==> config.mk <==
export PLATFORM = sky130hd
export DESIGN_NAME = mux_key
export DESIGN_NICKNAME = d
export VERILOG_FILES = /design/src/rtl/mux_key_pkg.sv /design/src/rtl/mux_key_lookup.sv /design/src/rtl/mux_key.sv
export SDC_FILE = /design/constraint.sdc
export NUM_CORES = 1
export LEC_CHECK = 0
export CORE_AREA = 2 2 39 41
export CTS_CLUSTER_SIZE = 24
export DETAILED_ROUTE_END_ITERATION = 12
export DIE_AREA = 0 0 41 43
export PLACE_DENSITY = 0.43
export SYNTH_ARGS = -nofsm -noshare
export SYNTH_HDL_FRONTEND = slang
export SYNTH_SLANG_ARGS = --single-unit
==> constraint.sdc <==
create_clock -name clk -period 1.15 [get_ports clk]
set_input_delay 0.23 -clock clk [delete_from_list [all_inputs] [get_ports clk]]
set_output_delay 0.23 -clock clk [all_outputs]
set_load 0.01 [all_outputs]
==> src/rtl/mux_key_pkg.sv <==
// mux_key_pkg
//   Shared constants and a small helper for the mux_key lookup slice.
//   Holds the default geometry of the key/data table and the width of a
//   single packed key/data pair. No ports.
package mux_key_pkg;

    localparam int MUX_KEY_NR_KEY_DEF   = 32'sd2;
    localparam int MUX_KEY_KEY_LEN_DEF  = 32'sd1;
    localparam int MUX_KEY_DATA_LEN_DEF = 32'sd1;

    // Width of one table entry: key field sits above the data field.
    function automatic int pair_width(input int key_len, input int data_len);
        return key_len + data_len;
    endfunction

endpackage

==> src/rtl/mux_key_lookup.sv <==
// mux_key_lookup
//   Purely combinational priority key match over a packed key/data table.
//   Ports:
//     key         [KEY_LEN-1:0]                   lookup key
//     lut         [NR_KEY*(KEY_LEN+DATA_LEN)-1:0] packed pairs, pair i at
//                                                 [i*PAIR_W +: PAIR_W],
//                                                 key in the upper bits
//     default_val [DATA_LEN-1:0]                  no-match value (HAS_DEFAULT=1)
//     out         [DATA_LEN-1:0]                  data of lowest matching pair
//     hit                                         any pair matched
module mux_key_lookup
    import mux_key_pkg::*;
#(
    parameter int NR_KEY      = MUX_KEY_NR_KEY_DEF,
    parameter int KEY_LEN     = MUX_KEY_KEY_LEN_DEF,
    parameter int DATA_LEN    = MUX_KEY_DATA_LEN_DEF,
    parameter int HAS_DEFAULT = 32'sd0
) (
    input  logic [KEY_LEN-1:0]                   key,
    input  logic [NR_KEY*(KEY_LEN+DATA_LEN)-1:0] lut,
    input  logic [DATA_LEN-1:0]                  default_val,
    output logic [DATA_LEN-1:0]                  out,
    output logic                                 hit
);

    localparam int PAIR_W = pair_width(KEY_LEN, DATA_LEN);

    logic [NR_KEY-1:0]   match_s;
    logic [DATA_LEN-1:0] data_s [NR_KEY];
    logic [DATA_LEN-1:0] no_match_s;
    logic [DATA_LEN-1:0] sel_data_s;
    logic                hit_s;

    // Per-pair decode: unsigned equality of the key field, data field slice.
    for (genvar i = 0; i < NR_KEY; i++) begin : g_pair
        assign match_s[i] = (lut[i*PAIR_W + DATA_LEN +: KEY_LEN] == key);
        assign data_s[i]  = lut[i*PAIR_W +: DATA_LEN];
    end

    assign no_match_s = (HAS_DEFAULT != 32'sd0) ? default_val : {DATA_LEN{1'b0}};

    // Priority select: walk from the highest index down so that the lowest
    // matching index is the last writer and therefore wins on duplicates.
    always_comb begin
        sel_data_s = no_match_s;
        hit_s      = |match_s;
        for (int i = NR_KEY - 32'sd1; i >= 32'sd0; i--) begin
            sel_data_s = match_s[i] ? data_s[i] : sel_data_s;
        end
    end

    assign out = sel_data_s;
    assign hit = hit_s;

endmodule

==> src/rtl/mux_key.sv <==
// mux_key
//   Keyed lookup multiplexer with a combinational result and an enabled
//   register stage holding a copy of it.
//   Ports:
//     clk, rst_n   clock (rising edge) and asynchronous active-low reset
//     key          [KEY_LEN-1:0] lookup key
//     lut          packed key/data table, pair 0 in the lowest bits
//     default_val  [DATA_LEN-1:0] no-match value when HAS_DEFAULT=1
//     en           capture enable for out_q / hit_q
//     out, hit     combinational lookup result (not affected by reset)
//     out_q, hit_q registered copies, cleared by reset, held while en=0
module mux_key
    import mux_key_pkg::*;
#(
    parameter int NR_KEY      = MUX_KEY_NR_KEY_DEF,
    parameter int KEY_LEN     = MUX_KEY_KEY_LEN_DEF,
    parameter int DATA_LEN    = MUX_KEY_DATA_LEN_DEF,
    parameter int HAS_DEFAULT = 32'sd0
) (
    input  logic                                 clk,
    input  logic                                 rst_n,
    input  logic [KEY_LEN-1:0]                   key,
    input  logic [NR_KEY*(KEY_LEN+DATA_LEN)-1:0] lut,
    input  logic [DATA_LEN-1:0]                  default_val,
    input  logic                                 en,
    output logic [DATA_LEN-1:0]                  out,
    output logic                                 hit,
    output logic [DATA_LEN-1:0]                  out_q,
    output logic                                 hit_q
);

    logic [DATA_LEN-1:0] look_out_s;
    logic                look_hit_s;
    logic [DATA_LEN-1:0] out_q_r;
    logic                hit_q_r;

    mux_key_lookup #(
        .NR_KEY      (NR_KEY),
        .KEY_LEN     (KEY_LEN),
        .DATA_LEN    (DATA_LEN),
        .HAS_DEFAULT (HAS_DEFAULT)
    ) u_lookup (
        .key         (key),
        .lut         (lut),
        .default_val (default_val),
        .out         (look_out_s),
        .hit         (look_hit_s)
    );

    // Capture stage: load the live lookup when enabled, otherwise hold.
    always_ff @(posedge clk or negedge rst_n) begin
        if (!rst_n) begin
            out_q_r <= {DATA_LEN{1'b0}};
            hit_q_r <= 1'b0;
        end else if (en) begin
            out_q_r <= look_out_s;
            hit_q_r <= look_hit_s;
        end else begin
            out_q_r <= out_q_r;
            hit_q_r <= hit_q_r;
        end
    end

    assign out   = look_out_s;
    assign hit   = look_hit_s;
    assign out_q = out_q_r;
    assign hit_q = hit_q_r;

endmodule

Word level (Yosys, flattened, before mapping). Index checks and enable logic that the tools add are counted.

Register bits after elaboration: 2. Bits of input ports: 9. Output and inout bits: 4. Logic and storage cells: 7.

Equality and inequality tests: 2. Multiplexer cells: 2. Reduce and logical (&&, ||, !) cells: 1.

Operator list (number): $eq A1 B1 Y1 (2); $mux W1 (2); $reduce_or A2 Y1 (1).

Longest topological paths before layout.
Depth in word-level cells: 3. Gate-level depth with buffers: 3. Depth with buffers taken out: 3.

Hierarchy. Synthesis repeated with hierarchy kept, for this count alone.

Cell total of the unflattened synthesis: 13. Area, all modules: 136.4 sq um.

Modules (own cells, without submodules): mux_key (instances 1, cells an instance 4, area each 72.6 sq um, sequential area each 50.0 sq um); mux_key_lookup (instances 1, cells an instance 9, area each 63.8 sq um, sequential area each 0.0 sq um).

Worst setup path before layout. No wires, ideal clock.

Path type: input -> register. Start point: input port lut[2]. End point: register out_q_r (netlist: out_q). Setup time: 0.125 ns. Arrival: 0.977 ns. Data required time: 1.025 ns. Slack: 0.048 ns. Stages: 3. Buffers on the path: 0. Cells stage by stage: and4b_1 -> a211o_1 -> mux2_4.

Longest elaborated chain between the ends: 2.

Ends and longest elaborated chain: from (decl) (line mux_key.sv:23) `input logic [NR_KEY*(KEY_LEN+DATA_LEN)-1:0] lut,`; $mux W1 (2 in a row) (line mux_key_lookup.sv:48) `sel_data_s = match_s[i] ? data_s[i] : sel_data_s;`; via out (line mux_key.sv:26) `output logic [DATA_LEN-1:0] out,`; to (signal assigned) (line mux_key.sv:53) `out_q_r <= {DATA_LEN{1'b0}};`; to (signal assigned) (line mux_key.sv:56) `out_q_r <= look_out_s;`; to (signal assigned) (line mux_key.sv:59) `out_q_r <= out_q_r;`; to (decl) (line mux_key.sv:34) `logic [DATA_LEN-1:0] out_q_r;`.

The timed path passes the listed nets, and every way through them passes these cells. A chain may end at the register's enable or synchronous reset.

Worst setup path after layout.
Start point: input port lut[2]. End point: output port out.

Longest elaborated chain between the ends: 2.

Ends and longest elaborated chain (line): $mux W1 (2 in a row) (mux_key_lookup.sv:48); to (decl) (mux_key.sv:26).

Every way passes these cells.

==> impl_metrics.yaml <==
run_status:
  outcome: "complete, but fails checks"
  violations: "negative setup slack"
power:
  powerDensity_mw_per_mm2: 1150
  intPower_uw: 254
  switching_share_pct: 23.8
  p_leak_uw: 0.000136
  netSwitchingPower_uw: 79.2
  pwr-share-seq_pct: 25.3
  total_power_uw: 333
  max-vdd-ir-drop_mv: 0.243
  power_frac_comb_pct: 27.4
  p_clk_share_pct: 47.3
timing:
  relSlewSlack_pct: 88.8
  min_period_ps: 1180
  finalClockSkew_ps: 0
  finalHoldViolations: 0
  rsz0062_at_grt: "yes"
  setup_viol: 1
  max_freq_ghz: 0.848
  finalMaxSlewViolations: 0
  tightest_slew_ps: 167
  period_share_pct: 103
  setup_ws_ps: -29.2
  hold_ws_ps: 172
critical_path:
  crit_slowest_cell: "a211o_1"
  cp.required_ps: 920
  path_buf_inv: 2
  worstSetupPathType: "in2out"
  end_kind: "output pin"
  rr_startpoint: "out_q$_DFFE_PN0P_"
  worstPathCellList: "buf_6, and4b_1, a211o_1, buf_2"
  slowest_delay_ps: 290
  crit_family: "compound AO/OA/AOI/OAI gates"
  crit_fanout: 2
  cp_data_arrival_time_ps: 950
  cp-startpoint: "lut[2]"
  crit_path_start_kind: "primary input"
synth:
  synth-seq-cells: 2
  yosys_warnings: 0
  synthTopCellsByArea: "dfrtp_1 37%, mux2_4 11%, and4bb_1 9.3%, mux2_2 8.3%, and4b_1 7.4%"
  syn_area_um2: 135
  yosys.area.top_type_share_pct: 37.0
  synth-async-reset-ratio_pct: 100
  yosysSeqAreaShare_pct: 37.0
  synthFlopType: "dfrtp_1"
  syn_inst: 11
  yosysUniqueCellTypes: 10
  yosysMostFrequentCell: "dfrtp_1"
  yosys.area.top_type: "dfrtp_1"
  syn_area_per_cell_um2: 12.3
  postSynthNetCount: 20
  synth_edf_count: 0
floorplanning:
  rows: 14
  fp.dieW_um: 41
  core_mm2: 0.00138
  pin_count: 13
  start_util_pct: 9.76
  dieArea_mm2: 0.00176
  die_height_um: 43
route:
  vias: 158
  ant_nets: 0
  wl_um: 452
  dr.pass1.iters: 1
  drt_iter0_markers: 0
  vias_per_cell: 3.76
  drc: 0
  wire_per_inst_um: 10.8
global_routing:
  grt_overflow: 0
  grtUsageTotal_pct: 7.21
  grt_start_max_net_pins: 6
  antenna_found_initial: 0
  grt_pass1_wl_um: 717
  grt_pass1_vias: 183
cells_and_area:
  fill_cells: 156
  fin_nets: 37
  diodes: 0
  seq_area_um2: 50.0
  area_growth_syn_to_layout_pct: 115
  multi_input_area_um2: 85.1
  layout-drive-gt1-share_pct: 46.2
cts:
  worstSkewPairLatency_ps: 230
  cts_buffers: 3
  root_buffer: "clkbuf_4"
  cts_tree: "done"
  clockBufferDepth: 2
  cts_hold_buf: 0
  cts.sinks: 2
  htreeDepth: 1
  path_clk_slew_ps: 30
place:
  gp_congestion: 0.575
  io_buffer_count: 11
flow_run:
  cap_viol_max_count: 0
worst_hold_path:
  hold_path_class: "in2async"
## registers in the layout, summed over array words and instances (netlist names)
name	cells
hit_q	1
out_q	1
## cell type report
| class | instances | share of cell area, % |
|---|---|---|
| clock buffers | 3 | 7.76 |
| multi-input cells | 9 | 29.3 |
| flip-flops and latches | 2 | 17.2 |
| well taps | 16 | 6.90 |
| repair buffers | 12 | 38.8 |
## repair_timing
item,4_1_cts,5_1_grt
gates resized for setup,31,3
setup endpoints to repair,6,2
buffers inserted,1,0
pin swaps,3,2
## layer usage
metal  part of all wire (%)  track usage [%]  wire [µm]
met2                     35             6.25        159
met1                     43             8.63        196
met4                    4.2             10.0         19
met5                      0                0          0
met3                     17             5.24         76
## final timing paths
| path | cells past startpoint | slack (ps) | end |
|---|---|---|---|
| setup reg to reg | 1 | 400 | out_q$_DFFE_PN0P_ |
| hold reg to reg | 1 | 510 | out_q$_DFFE_PN0P_ |
| setup / recovery | 4 | -30 | out |
| min in group clk | 3 | 470 | hit_q$_DFFE_PN0P_ |
| max in group asynchronous | 1 | 860 | out_q$_DFFE_PN0P_ |
| hold / removal | 1 | 170 | hit_q$_DFFE_PN0P_ |
## power groups by stage
stage          sequential, µW  clock, µW  combinational [µW]
4_1_cts                  84.4        169                88.7
5_1_grt                  86.0        173                 100
2_1_floorplan            89.3          0                29.3
3_5_place_dp             85.6          0                96.6
3_3_place_gp             84.9          0                95.1
6_report                 84.3        158                91.3
## layout by cell type, fill, tap and decap left out, drive strengths merged
cell type,count
clkbuf,3
nor3b,1
mux2,2
buf,7
a211o,1
a21oi,1
and4b,1
clkdlybuf4s50,2
dlygate4sd2,3
xnor2,1
and4bb,1
nor2b,1
dfrtp,2
## stage by stage
step	instance area [µm²]	setup TNS, ps	utilization, %	cells	worst slack [ps]
2_1_floorplan	135	0	-	11	48.1
3_3_place_gp	265	-2260	19.2	38	-815
3_5_place_dp	265	-2350	19.2	38	-827
4_1_cts	284	-26.7	20.5	42	-26.7
5_1_grt	290	-69.4	21.0	42	-69.4
6_report	290	-29.2	21.0	42	-29.2
## cell families (layout without fill, tap and decap cells)
group                  count (synthesis)  count (layout)  synth area share, %
AND/OR/NAND/NOR                        4               4                 26.9
AO/OA/AOI/OAI                          2               2                 10.2
multiplexers                           2               2                 19.4
flip-flops                             2               2                 37.0
XOR/XNOR                               1               1                 6.48
buffers and inverters                  0              15                    0
Note: power is estimated with default switching activity, not from simulation.
